File: src/rtl/i2c_bus_conditioner.sv
// I2C pad front end: synchronizes and glitch-filters SCL/SDA, then emits SCL edge,
// START and STOP pulses and tracks bus ownership.
module i2c_bus_conditioner #(
   parameter int SYNC_STAGES = 2,
   parameter int FILT_CYCLES = 3
) (
   input  logic clk,
   input  logic rst_n,
   input  logic scl_i,
   input  logic sda_i,
   output logic scl_o,
   output logic sda_o,
   output logic scl_rise,
   output logic scl_fall,
   output logic start_det,
   output logic stop_det,
   output logic bus_busy
);
   localparam int CNT_W  = $clog2(FILT_CYCLES + 1);
   localparam int SETTLE = SYNC_STAGES + FILT_CYCLES + 1;
   localparam int SET_W  = $clog2(SETTLE + 1);
   localparam logic [CNT_W-1:0] CNT_LAST = CNT_W'(FILT_CYCLES - 1);
   localparam logic [SET_W-1:0] SET_DONE = SET_W'(SETTLE);

   typedef enum logic {IDLE, BUSY} state_t;

   logic [SYNC_STAGES-1:0]  scl_sync_q, sda_sync_q;
   logic [1:0]              synced;
   logic [1:0]              filt_q, filt_d, upd;
   logic [1:0][CNT_W-1:0]   cnt_q, cnt_d;
   logic [SET_W-1:0]        settle_q, settle_d;
   logic                    settled;
   logic                    rise_d, fall_d, start_d, stop_d;
   logic                    rise_q, fall_q, start_q, stop_q;
   logic                    busy_q;
   state_t                  state_q;

   // Index 0 is SCL, index 1 is SDA throughout the filter.
   assign synced = {sda_sync_q[SYNC_STAGES-1], scl_sync_q[SYNC_STAGES-1]};

   always_comb begin
      filt_d = filt_q;
      cnt_d  = '0;
      upd    = '0;
      for (int i = 0; i < 2; i++) begin
         if (synced[i] != filt_q[i]) begin
            if (cnt_q[i] == CNT_LAST) begin
               filt_d[i] = synced[i];
               upd[i]    = 1'b1;
            end else begin
               cnt_d[i] = cnt_q[i] + 1'b1;
            end
         end
      end
   end

   // START/STOP need a stable SCL high; a same-cycle SCL update masks them.
   assign settled  = (settle_q == SET_DONE);
   assign settle_d = settled ? settle_q : settle_q + 1'b1;
   assign rise_d   = upd[0] && !filt_q[0];
   assign fall_d   = upd[0] &&  filt_q[0];
   assign start_d  = settled && upd[1] &&  filt_q[1] && filt_q[0] && !upd[0];
   assign stop_d   = settled && upd[1] && !filt_q[1] && filt_q[0] && !upd[0];

   always_ff @(posedge clk or negedge rst_n) begin
      if (!rst_n) begin
         scl_sync_q <= '1;
         sda_sync_q <= '1;
         filt_q     <= 2'b11;
         cnt_q      <= '0;
         settle_q   <= '0;
         rise_q     <= 1'b0;
         fall_q     <= 1'b0;
         start_q    <= 1'b0;
         stop_q     <= 1'b0;
      end else begin
         scl_sync_q <= {scl_sync_q[SYNC_STAGES-2:0], scl_i};
         sda_sync_q <= {sda_sync_q[SYNC_STAGES-2:0], sda_i};
         filt_q     <= filt_d;
         cnt_q      <= cnt_d;
         settle_q   <= settle_d;
         rise_q     <= rise_d;
         fall_q     <= fall_d;
         start_q    <= start_d;
         stop_q     <= stop_d;
      end
   end

   always_ff @(posedge clk or negedge rst_n) begin
      if (!rst_n) begin
         state_q <= IDLE;
         busy_q  <= 1'b0;
      end else begin
         case (state_q)
            IDLE: if (start_d) begin
               state_q <= BUSY;
               busy_q  <= 1'b1;
            end
            BUSY: if (stop_d) begin
               state_q <= IDLE;
               busy_q  <= 1'b0;
            end
            default: begin
               state_q <= IDLE;
               busy_q  <= 1'b0;
            end
         endcase
      end
   end

   assign scl_o     = filt_q[0];
   assign sda_o     = filt_q[1];
   assign scl_rise  = rise_q;
   assign scl_fall  = fall_q;
   assign start_det = start_q;
   assign stop_det  = stop_q;
   assign bus_busy  = busy_q;
endmodule
File: config.mk
export PLATFORM = sky130hd
export DESIGN_NAME = i2c_bus_conditioner
export DESIGN_NICKNAME = d
export VERILOG_FILES = /design/src/rtl/i2c_bus_conditioner.sv
export SDC_FILE = /design/constraint.sdc
export NUM_CORES = 1
export LEC_CHECK = 0
export CAP_MARGIN = 20
export CORE_MARGIN = 2
export CORE_UTILIZATION = 54
export DETAILED_ROUTE_END_ITERATION = 16
export PLACE_DENSITY = 0.87
export REMOVE_ABC_BUFFERS = 1
export SETUP_SLACK_MARGIN = 0.1
export SYNTH_ARGS = -nofsm -noshare
export SYNTH_HDL_FRONTEND = slang
export SYNTH_SLANG_ARGS = --single-unit
File: constraint.sdc
create_clock -name clk -period 4.3 [get_ports clk]
set_clock_uncertainty 0.15 [all_clocks]
set_input_delay 0.645 -clock clk [delete_from_list [all_inputs] [get_ports clk]]
set_output_delay 0.645 -clock clk [all_outputs]
set_load 0.005 [all_outputs]
* Word-level counts from Yosys, hierarchy flattened
Index checks and enable logic that the tools add are counted.
Widths: inputs -> output; s select.
** Word-level totals
- Latch bits :: 0
- Bits in writable memories :: 0
- Memories kept :: 0
- Output and inout port bits :: 7
- Flip-flop bits (word level) :: 19
- ROM bits :: 0
- Input bits :: 4
- Word-level logic and storage cells :: 53
** Cells by class
- Reductions and logical operators :: 15
- Bitwise logic cells :: 1
- Mux-type cells :: 14
- $add $sub $neg :: 3
- Equality and inequality tests :: 7
- $mul :: 0
- Divide/modulo/power cells :: 0
- $lt $le $gt $ge :: 0
- Shift-type cells :: 0
** Operators with widths (count)
- $logic_and 1x1->1 :: 9
- $mux 1 :: 8
- $mux 2 :: 4
- $reduce_and 2->1 :: 3
- $add 2x1->2 const B :: 2
- $eq 2x2->1 const B :: 2
- $ne 2x2->1 const B :: 2
- $pmux 1 s2 :: 2
- $add 3x1->3 const B :: 1
- $eq 3x3->1 const B :: 1
- $logic_not 1->1 :: 3
- $ne 1x1->1 :: 2
- $not 1->1 :: 1

* Depth between registers and ports, before layout
- Depth after elaboration :: 9
- Depth in mapped cells :: 5
- Depth with buffers taken out :: 5

* Least setup slack after synthesis
Ideal clock, no wire load.
- Kind :: register to register
- From :: register settle_q[0]
- To :: register state_q
- Data arrival time :: 1.210 ns
- Stages on the path, launching flop included :: 6
- Setup time :: 0.123 ns
- Setup slack :: 2.817 ns
- Buffers on the path :: 0
- Data required time :: 4.027 ns
- Clock period less this slack :: 1.483 ns
- Path through :: dfrtp_1 -> inv_1 -> ha_1 -> and4b_1 -> nand3_1 -> o221a_2
** On the way
- Cells in the longest elaborated chain, start to end :: 7
- Elaborated cells between the ends (all ways) :: 11
- Classes of those cells :: eq/ne: 1; mux: 3; reduce/logical: 7
** RTL lines
- from (decl) :: line 31 : logic [SET_W-1:0] settle_q, settle_d;
- from (signal assigned) :: line 81 : settle_q <= settle_d;
- $eq 3x3->1 * :: line 58 : assign settled = (settle_q == SET_DONE);
- $logic_and 1x1->1 * :: line 62, 63
- $logic_and 1x1->1 (on tied branches) (3 in series) :: line 63, 62
- $mux 1 (on tied branches) :: line 99, 95
- $pmux 1 s2 * :: line 94 : case (state_q)
- to (signal assigned) :: line 96 : state_q <= BUSY;
- to (signal assigned) :: line 100 : state_q <= IDLE;
- to (signal assigned) :: line 104 : state_q <= IDLE;
- to (decl) :: line 36 : state_t state_q;
Every way passes the cells marked *; elsewhere a longest branch is shown, timed or not.
A chain may end at the register's enable or synchronous reset.

* Worst setup path in the final report
- From :: register filt_q[0]
- To :: output scl_o
** RTL lines
- from (decl) :: line 29 : logic [1:0] filt_q, filt_d, upd;
- from (signal assigned) :: line 79 : filt_q <= filt_d;
- to (decl) :: line 11 : output logic scl_o,
No word-level cell between the ends.

==> qor.tcl <==
set qor(whs_ps) 210
set qor(post-route-worst-setup-slack_ps) 2080
set qor(critical_path.startpoint_type) {register}
set qor(detailedPlace.worstSlack_ps) 2400
set qor(gr-usage-all-layers_pct) 16.3
set qor(numCtsBuffers) 3
set qor(core_um2) 1300
set qor(drv.max_cap_violation_count) 0
set qor(clkTransAtPathRegs_ps) 100
set qor(cts-root-to-sink-buffers) 2
set qor(global_route_wire_length_before_repair_um) 1680
set qor(vias_in_the_first_global_route) 394
set qor(worst_r2r_path_depth) 5
set qor(wl_per_cell_um) 11.6
set qor(starting_density_of_the_core_pct) 57.3
set qor(max_slew_headroom_pct) 47.2
set qor(drt-initial-drc-count) 3
set qor(timing.critical_path.required_ps) 3500
set qor(regToRegEndpoint) {state_q$_DFF_PN0_}
set qor(clock_sinks) 19
set qor(worst_margin_pin_slew_ps) 789
set qor(setup-violations-final) 0
set qor(post_synth_instance_area_um2) 746
set qor(cts_root_buf) {sky130_fd_sc_hd__clkbuf_4}
set qor(cts_setup_buffers) 0
set qor(reg2reg_setup_slack_ps) 2680
set qor(placed_wire_length_estimate_um) 776
set qor(seq_area_frac_synth_pct) 64.8
set qor(finalWeightedCongestion) 0.711
set qor(post-route-util_pct) 67.8
set qor(diodes) 0
set qor(netlist.top_cell.by_area) {sky130_fd_sc_hd__dfrtp_1}
set qor(cp.buffers_inverters) 1
set qor(cp_max_fo) 9
set qor(post-place-cells) 85
set qor(finish.cell_count_without_fillers) 89
set qor(final-max-slew-violation-count) 0
set qor(final.min_clock_period_ps) 2220
set qor(wirelength_um) 1030
set qor(htree_levels) 1
set qor(synth_area_per_cell_um2) 12.0
set qor(fin_area_um2) 882
set qor(fin_crit_sh_pct) 51.7
set qor(residual_antenna_violating_net_count_after_detailed_routing) 0
set qor(netlist_top_cells_area) {sky130_fd_sc_hd__dfrtp_1 (44%), sky130_fd_sc_hd__dfstp_2 (21%), sky130_fd_sc_hd__nor2_1 (3.5%)}
set qor(power_leakage_nw) 0.390
set qor(finish.net_count) 81
set qor(max_freq_mhz) 450
set qor(worst_r2r_startpoint) {settle_q[0]$_DFFE_PN0P_}
set qor(layout_cells_sized_above_1_pct) 13.5
set qor(synthesis.instances) 62
set qor(count_of_input_and_output_buffers) 10
set qor(cp_top_family) {flip-flops}
set qor(postCtsHoldBufs) 0
set qor(post_cts_resized) 0
set qor(holdCritPathClass) {register to register}
set qor(firstDrtPassIters) 2
set qor(worstHoldPathCells) 0
set qor(run_status) {completed}
set qor(powerDensity_nw_per_um2) 475
set qor(postPlaceCellArea_um2) 856
set qor(floorplan.die.height_um) 41.2
set qor(largest_net_degree_at_the_start_of_global_routing) 20
set qor(tritoncts) {built}
set qor(setup-tns-final_ps) 0
set qor(route.vias.total) 473
set qor(design.die.area_um2) 1690
set qor(die_width_um) 41.2
set qor(vias_per_cell) 5.31
set qor(grt-ovfl-total) 0
set qor(antenna_found_initial) 0
set qor(signal_arrival_time_at_the_worst_endpoint_ps) 1430
set qor(slowest_stage) {sky130_fd_sc_hd__dfstp_2}
set qor(netlist-cell-type-count) 26
set qor(hold_viol) 0
set qor(critical-path-max-stage-delay_ps) 620
set qor(yosysTopAreaCellShare_pct) 43.6
set qor(grt_setup_unrepaired) {false}
set qor(postSynthRegisterBits) 19
set qor(worstHoldStart) {scl_sync_q[0]$_DFF_PN1_}
set qor(crit_chain) {clkdlybuf4s50_1}
set qor(drc) 0
set qor(layout-area-overhead-vs-synth_pct) 18.3
set qor(synthesis.yosys.warnings) 0
set qor(placementRows) 13
set qor(endpoint_kind) {primary output}
set qor(clock_latency_reported_for_the_late_side_of_the_worst_skew_pair_ps) 290
set qor(design.portCount) 11
set qor(design_power_total_mw) 0.419
set qor(worstSetupPathType) {register to primary output}
set qor(peakVddDrop_mv) 0.271
set qor(hold_path_end) {scl_sync_q[1]$_DFF_PN1_}
-- layer usage --
layer / vias up / global-route usage [%] / routed length, um
li1: 238 / - / -
met1: 220 / 21.1 / 496
met2: 13 / 22.7 / 476
met3: 2 / 3.26 / 52
met4: 0 / 14.5 / 8
met5: - / 0 / 0
-- worst max-delay path by stage --
stage                                  from                 to  slack (ps)  cells after the start
CTS                   filt_q[0]$_DFFE_PN1N_              scl_o        2060                      1
global route          filt_q[0]$_DFFE_PN1N_              scl_o        2010                      1
finish                filt_q[0]$_DFFE_PN1N_              scl_o        2080                      1
global placement      filt_q[0]$_DFFE_PN1N_              scl_o        2400                      1
detailed placement    filt_q[0]$_DFFE_PN1N_              scl_o        2400                      1
floorplan           settle_q[0]$_DFFE_PN0P_  state_q$_DFF_PN0_        2830                      5
-- cell families (layout without fill, tap and decap cells) --
family	after synthesis	in the layout	synth area share, %
simple gates	22	22	16.3
compound gates	9	9	9.06
buf+inv	8	20	4.19
xor+xnor	2	2	2.35
fa+ha+maj	2	2	3.36
flops	19	19	64.8
-- cells in the final DEF, fill, tap and decap left out --
cell                               n
sky130_fd_sc_hd__nand3_1           1
sky130_fd_sc_hd__nor4bb_1          1
sky130_fd_sc_hd__dfstp_2           6
sky130_fd_sc_hd__nand4_1           1
sky130_fd_sc_hd__a41o_1            1
sky130_fd_sc_hd__xnor2_1           2
sky130_fd_sc_hd__inv_1             6
sky130_fd_sc_hd__nor3b_1           2
sky130_fd_sc_hd__dfrtp_1          13
sky130_fd_sc_hd__nor3_1            1
sky130_fd_sc_hd__clkbuf_4          3
sky130_fd_sc_hd__o221a_2           1
sky130_fd_sc_hd__ha_1              2
sky130_fd_sc_hd__nand2b_1          2
sky130_fd_sc_hd__nor2_1            7
sky130_fd_sc_hd__a211oi_1          2
sky130_fd_sc_hd__a31oi_1           1
sky130_fd_sc_hd__or3b_1            1
sky130_fd_sc_hd__nand3b_1          1
sky130_fd_sc_hd__o21ai_0           1
sky130_fd_sc_hd__o31ai_1           1
sky130_fd_sc_hd__nand2_1           4
sky130_fd_sc_hd__and4b_1           1
sky130_fd_sc_hd__clkdlybuf4s50_1  10
sky130_fd_sc_hd__a21o_1            1
sky130_fd_sc_hd__clkbuf_1          1
sky130_fd_sc_hd__a21oi_1           1
-- state kept, by name, summed over array words and instances, names as in the netlist, 2 cells and up --
signal	count
cnt_q	4
settle_q	3
filt_q	2
scl_sync_q	2
sda_sync_q	2
-- where the power goes --
| part | leakage (nW) | internal [mW] | total (mW) | switching [mW] |
|---|---|---|---|---|
| combinational | 0.150 | 0.0507 | 0.0860 | 0.0354 |
| sequential | 0.225 | 0.216 | 0.247 | 0.0311 |
| clock | 0.0150 | 0.0361 | 0.0861 | 0.0500 |
| total | 0.390 | 0.303 | 0.419 | 0.116 |
-- synthesized netlist by cell type --
cell type and instances:
sky130_fd_sc_hd__ha_1 2, sky130_fd_sc_hd__inv_1 6, sky130_fd_sc_hd__nand2b_1 2, sky130_fd_sc_hd__nor3b_1 2, sky130_fd_sc_hd__nand4_1 1, sky130_fd_sc_hd__nand2_1 4, sky130_fd_sc_hd__buf_2 1, sky130_fd_sc_hd__nand3b_1 1
sky130_fd_sc_hd__nor4bb_1 1, sky130_fd_sc_hd__nor2_1 7, sky130_fd_sc_hd__or3b_1 1, sky130_fd_sc_hd__o21ai_0 1, sky130_fd_sc_hd__a21o_1 1, sky130_fd_sc_hd__dfstp_2 6, sky130_fd_sc_hd__nor3_1 1, sky130_fd_sc_hd__o31ai_1 1
sky130_fd_sc_hd__a21oi_1 1, sky130_fd_sc_hd__xnor2_1 2, sky130_fd_sc_hd__o221a_2 1, sky130_fd_sc_hd__a211oi_1 2, sky130_fd_sc_hd__a31oi_1 1, sky130_fd_sc_hd__and4b_1 1, sky130_fd_sc_hd__a41o_1 1, sky130_fd_sc_hd__nand3_1 1
sky130_fd_sc_hd__dfrtp_1 13, sky130_fd_sc_hd__clkbuf_1 1
-- final cells by class --
class                   count  area (um^2)
clock buffers               4         26.3
fillers                   100          419
inverters                   6         22.5
multi-input cells          35          231
flip-flops and latches     19          483
well taps                  15         18.8
repair buffers             10          100
No activity file was read; power rests on OpenSTA's default activity.
